==> config.mk <==
export PLATFORM = sky130hd
export DESIGN_NAME = switch_sequencer
export DESIGN_NICKNAME = d
export VERILOG_FILES = /design/src/rtl/switch_seq_pkg.sv /design/src/rtl/switch_sequencer.sv
export SDC_FILE = /design/constraint.sdc
export NUM_CORES = 1
export LEC_CHECK = 0
export ABC_CLOCK_PERIOD_IN_PS = 3730
export CORE_ASPECT_RATIO = 0.8
export CORE_MARGIN = 2
export CORE_UTILIZATION = 35
export CTS_CLUSTER_DIAMETER = 80
export DETAILED_ROUTE_END_ITERATION = 8
export SKIP_LAST_GASP = 1
export SLEW_MARGIN = 20
export SYNTH_ARGS = -nofsm -noshare
export SYNTH_HDL_FRONTEND = slang
export SYNTH_SLANG_ARGS = --single-unit
==> constraint.sdc <==
create_clock -name clk -period 3.73 [get_ports clk]
set_input_delay 0.746 -clock clk [delete_from_list [all_inputs] [get_ports clk]]
set_output_delay 0.746 -clock clk [all_outputs]
set_load 0.02 [all_outputs]
==> src/rtl/switch_seq_pkg.sv <==
// Shared types and byte encoding for the switch sequencer.
// Command byte layout: {2-bit command code, 6-bit payload}.
package switch_seq_pkg;

    // Sequencer FSM states
    typedef enum logic [2:0] {
        StIdle,
        StCfgW,
        StCfgR,
        StStart,
        StWait,
        StResp
    } seq_state_e;

    // 2-bit command codes in the top bits of every tile command byte
    typedef enum logic [1:0] {
        CmdCfgWeight = 2'b00,
        CmdCfgRoute  = 2'b01,
        CmdStart     = 2'b10,
        CmdEnd       = 2'b11
    } cmd_code_e;

    localparam logic [7:0] EndByte = 8'hC0;

    // Job fields latched on acceptance
    typedef struct packed {
        logic [3:0] weight;
        logic       route;
        logic       offset;
        logic       op;
        logic [5:0] operand;
    } job_t;

    function automatic logic [7:0] cmd_byte(cmd_code_e code, logic [5:0] payload);
        return {code, payload};
    endfunction

endpackage

==> src/rtl/switch_sequencer.sv <==
// Switch sequencer: turns host jobs into a WEIGHT / [ROUTE] / START command
// byte sequence for a tile switch and, for compute jobs, samples the tile
// result RESULT_WAIT cycles after the START byte.
// Optional feature: define SWITCH_SEQ_JOB_CNT_EN to add the 8-bit job_count output.
module switch_sequencer
    import switch_seq_pkg::*;
#(
    parameter int unsigned RESULT_WAIT = 2
) (
    input  logic       clk,
    input  logic       rst,
    input  logic       job_valid,
    output logic       job_ready,
    input  logic [3:0] job_weight,
    input  logic       job_route,
    input  logic       job_offset,
    input  logic       job_op,
    input  logic [5:0] job_operand,
    output logic [7:0] tile_cmd_out,
    input  logic [7:0] tile_rsp_in,
    output logic       res_valid,
    input  logic       res_ready,
    output logic [7:0] res_data
`ifdef SWITCH_SEQ_JOB_CNT_EN
    ,
    output logic [7:0] job_count
`endif
);

    localparam logic [3:0] WaitLoad = 4'(RESULT_WAIT - 1);

    seq_state_e state_q, state_d;
    logic [3:0] cnt_q, cnt_d;
    job_t       job_q, job_d;
    logic [7:0] res_data_q;
    logic       capture;
    logic       res_done;
    logic       route_done;

    // State, counter, latched job and captured result registers
    always_ff @(posedge clk or posedge rst) begin
        if (rst) begin
            state_q    <= StIdle;
            cnt_q      <= '0;
            job_q      <= '0;
            res_data_q <= '0;
        end else begin
            state_q <= state_d;
            cnt_q   <= cnt_d;
            job_q   <= job_d;
            if (capture) begin
                res_data_q <= tile_rsp_in;
            end
        end
    end

    // Next-state logic and per-state outputs
    always_comb begin
        state_d      = state_q;
        cnt_d        = cnt_q;
        job_d        = job_q;
        job_ready    = 1'b0;
        res_valid    = 1'b0;
        tile_cmd_out = EndByte;
        capture      = 1'b0;
        res_done     = 1'b0;
        route_done   = 1'b0;

        unique case (state_q)
            StIdle: begin
                job_ready = 1'b1;
                if (job_valid) begin
                    job_d.weight  = job_weight;
                    job_d.route   = job_route;
                    job_d.offset  = job_offset;
                    job_d.op      = job_op;
                    job_d.operand = job_operand;
                    state_d       = StCfgW;
                end
            end
            StCfgW: begin
                tile_cmd_out = cmd_byte(CmdCfgWeight, {2'b00, job_q.weight});
                state_d      = job_q.route ? StCfgR : StStart;
            end
            StCfgR: begin
                tile_cmd_out = cmd_byte(CmdCfgRoute, {1'b0, job_q.offset, 3'b000, job_q.op});
                state_d      = StStart;
            end
            StStart: begin
                tile_cmd_out = cmd_byte(CmdStart, job_q.operand);
                if (job_q.route) begin
                    route_done = 1'b1;
                    state_d    = StIdle;
                end else begin
                    cnt_d   = WaitLoad;
                    state_d = StWait;
                end
            end
            StWait: begin
                if (cnt_q == 4'd0) begin
                    capture = 1'b1;
                    state_d = StResp;
                end else begin
                    cnt_d = cnt_q - 4'd1;
                end
            end
            StResp: begin
                res_valid = 1'b1;
                if (res_ready) begin
                    res_done = 1'b1;
                    state_d  = StIdle;
                end
            end
            default: state_d = StIdle;
        endcase
    end

    assign res_data = res_data_q;

`ifdef SWITCH_SEQ_JOB_CNT_EN
    logic [7:0] job_count_q;

    // Completed-job counter: result transfers plus route jobs leaving START
    always_ff @(posedge clk or posedge rst) begin
        if (rst) begin
            job_count_q <= '0;
        end else if (res_done || route_done) begin
            job_count_q <= job_count_q + 8'd1;
        end
    end

    assign job_count = job_count_q;
`else
    logic unused_done;
    assign unused_done = res_done ^ route_done;
`endif

endmodule

==> metrics <==
CP Data Required Time=2.98 ns; Final Net Count=174; async set or reset register ratio after synthesis=100%; startpoint of the most critical hold path=job_q[7]$_DFFE_PP0P_; total via count after detailed routing=908; Max IR drop VDD=0.000317 V; maximum capacitance violations=0; launching element type of the critical path=flop; number of H-tree levels=1; Post-route DRC=0; vertical die dimension=59.2 µm; mux share of post-synthesis cell area=25.8%; DPL Wire Length=1880 µm; synth cell count leaders=sky130_fd_sc_hd__dfrtp_1, sky130_fd_sc_hd__mux2_2, sky130_fd_sc_hd__mux2_4; final period demand of the worst path=2.74 ns; Final Hold Violating Endpoints=0; Mean Syn Cell Area=12.8 µm²; CP peak stage delay=0.67 ns; maximum fanout count along the critical path=15; CTS max path bufs=2; net count of the mapped netlist=131; fillers=328; setup slack of the critical path after layout=0.990 ns; post-CTS setup buffer count=0; row count=20; actual slew at the worst max-slew pin=0.587 ns; count of state elements after synthesis=28; Slew Limit Headroom=60.9%; die span in x=73.0 µm; biggest area contributors in the synthesized netlist=sky130_fd_sc_hd__dfrtp_1, sky130_fd_sc_hd__mux2_2, sky130_fd_sc_hd__mux2_4, sky130_fd_sc_hd__mux2i_1, sky130_fd_sc_hd__nand2_1; sink count of the clock tree=28; wire length of the first global-routing pass=4190 µm; reg-to-reg setup timing slack=1.78 ns; via count of the first global-routing pass=936; top-count cell post-synth=sky130_fd_sc_hd__dfrtp_1; number of port buffers=42; flip-flop cell with the highest count after synthesis=sky130_fd_sc_hd__dfrtp_1; number of instances resized during post-cts repair=0; share of final-layout standard cells stronger than drive strength 1=22.1%; starting utilization of the core area=35.8%; total negative setup slack=0 ns; first-iteration detailed-routing DRC count=31; end of the worst register-to-register path=job_q[3]$_DFFE_PP0P_; reg2reg start=state_q[1]$_DFFE_PP0P_; leak pwr=0.000800 µW; xor and xnor area share after synthesis=0%; endpoint type of the worst setup path=primary output; wire length per cell=13.4 µm; setup repair after global routing missed its margin=no; clock tree from TritonCTS=yes; relative area change from synthesis to final layout=37.0%; synthesized cell area=1330 µm²; r2r worst-path depth=3; achievable clock frequency=365 MHz; Worst Hold Path EP=job_q[7]$_DFFE_PP0P_; outcome=completed; maximum number of pins on one net before global-route repair=29; Final Slew Violations=0; Diodes inserted=0; CTS Hold Bufs=0; Slowest cell on crit path=sky130_fd_sc_hd__dfrtp_1; total routed wirelength=2530 µm; CP cell instances=mux2_2 -> nand2_1 -> a21oi_1 -> clkdlybuf4s50_1; Arrival @ worst endpoint=1.99 ns; share of synthesized area occupied by flip-flops and latches=52.5%; number of I/O pins=43; share of synthesized cell area in full adder, half adder and majority cells=1.88%; number of instances on the worst hold path=1; PD cells=819 nW/µm²; total overflow reported by the global router=0; worst clock skew on the final layout=0.00600 ns; type of the most critical hold path=reg -> reg; overall global routing resource usage=12.9%; share of Yosys cell area claimed by the top area cell type=52.5%; simple logic cell fraction of the synthesized area=11.5%; residual antenna-violating net count after detailed routing=0; number of search-and-repair iterations in the first detailed-routing pass=3; via density per instance=4.80; clock root buffer=sky130_fd_sc_hd__clkbuf_8; share of the clock period used by the worst path=73.4%; Setup violations, final=0; clock transition time at the flip-flop clock pins of the worst setup and hold paths=0.09 ns; count of flip-flops with a built-in enable after synthesis=0; post-synthesis compound-gate area fraction=4.78%; cell type with the largest total area after synthesis=sky130_fd_sc_hd__dfrtp_1; area of the die=4320 µm²; Core Footprint=3730 µm²; combinational family with the most area after synthesis=multiplexers; clock insertion delay at the later pin of the skew report=0.27 ns; Yosys warning total=0; critical path class=reg -> out; placer's final routability congestion estimate=0.722; synthesized netlist cell count=104; startpoint of the most critical setup path=state_q[1]$_DFFE_PP0P_; number of antenna violations at the first check in global routing=0; number of clock buffers inserted by TritonCTS=3; number of distinct library cells after synthesis=28; worst-case setup slack after placement=1.30 ns
## sequential cells by signal, summed over array words and instances, names as in the netlist
name and count:
cnt_q 4, state_q 3, job_q 13, res_data 8
## cell usage in the layout, fill, tap and decap left out, types with 2 or more instances in the layout
cell type	n
sky130_fd_sc_hd__clkdlybuf4s50_1	42
sky130_fd_sc_hd__dfrtp_1	28
sky130_fd_sc_hd__mux2_2	15
sky130_fd_sc_hd__mux2_4	9
sky130_fd_sc_hd__nand2_1	7
sky130_fd_sc_hd__nor2_1	6
sky130_fd_sc_hd__inv_1	5
sky130_fd_sc_hd__mux2i_1	4
sky130_fd_sc_hd__a21oi_1	4
sky130_fd_sc_hd__clkbuf_8	3
sky130_fd_sc_hd__nand2b_1	2
sky130_fd_sc_hd__o211ai_1	2
sky130_fd_sc_hd__o31ai_1	2
sky130_fd_sc_hd__ha_1	2
## final cells by class
type | instances | area [µm²] | area share [%]
clock buffers | 3 | 41.3 | 2.26
well taps | 44 | 55.1 | 3.01
multi-input cells | 66 | 587 | 32.1
flip-flops and latches | 28 | 701 | 38.4
repair buffers | 42 | 420 | 23.0
inverters | 6 | 22.5 | 1.23
## cells by family (layout without fill, tap and decap cells)
kind of cell	after synthesis	in the layout
buf+inv	10	51
simple gates	26	26
flops	28	28
fa+ha+maj	2	2
compound gates	10	10
mux	28	28
## worst max path at each step
stage / slack [ns] / endpoint / cells after the start
after floorplan: 1.75 / tile_cmd_out[1] / 3
after global placement: 1.33 / tile_cmd_out[0] / 4
after CTS: 0.98 / tile_cmd_out[0] / 4
final: 0.99 / tile_cmd_out[0] / 4
after global routing: 0.87 / tile_cmd_out[0] / 4
after detailed placement: 1.30 / tile_cmd_out[0] / 4
## critical path: cells and delay by family (launching register included)
family,cells,cell delay [ns]
multiplexers,1,0.39
buffers and inverters,1,0.54
flip-flops,1,0.67
AND/OR/NAND/NOR,1,0.06
AO/OA/AOI/OAI,1,0.06
## stage by stage
stage | area [µm²] | hold slack (ns) | total power (µW) | instances | util (%)
6_report | 1830 | 0.513 | 1500 | 189 | 49.0
5_1_grt | 1830 | 0.534 | 1610 | 189 | 49.0
4_1_cts | 1830 | 0.517 | 1520 | 189 | 49.0
3_5_place_dp | 1790 | 0.496 | 1350 | 186 | 47.9
3_3_place_gp | 1790 | 0.491 | 1330 | 186 | 47.9
2_1_floorplan | 1330 | 0.475 | 1090 | 104 | -
## routing by layer
layer  share of wire (%)  routed length [µm]  up-vias  GRT usage, %
li1                    -                   -      441             -
met1                  47                1180      426          15.9
met2                  44                1120       36          21.0
met3                 7.6                 192        5          4.42
met4                 1.4                  35        0          4.76
met5                   0                   0        -             0
## power breakdown
part / internal [µW] / switching [µW] / total (µW)
clock: 72.4 / 84.9 / 157
sequential: 452 / 125 / 577
combinational: 436 / 327 / 763
(Power assumes the default switching activity.)
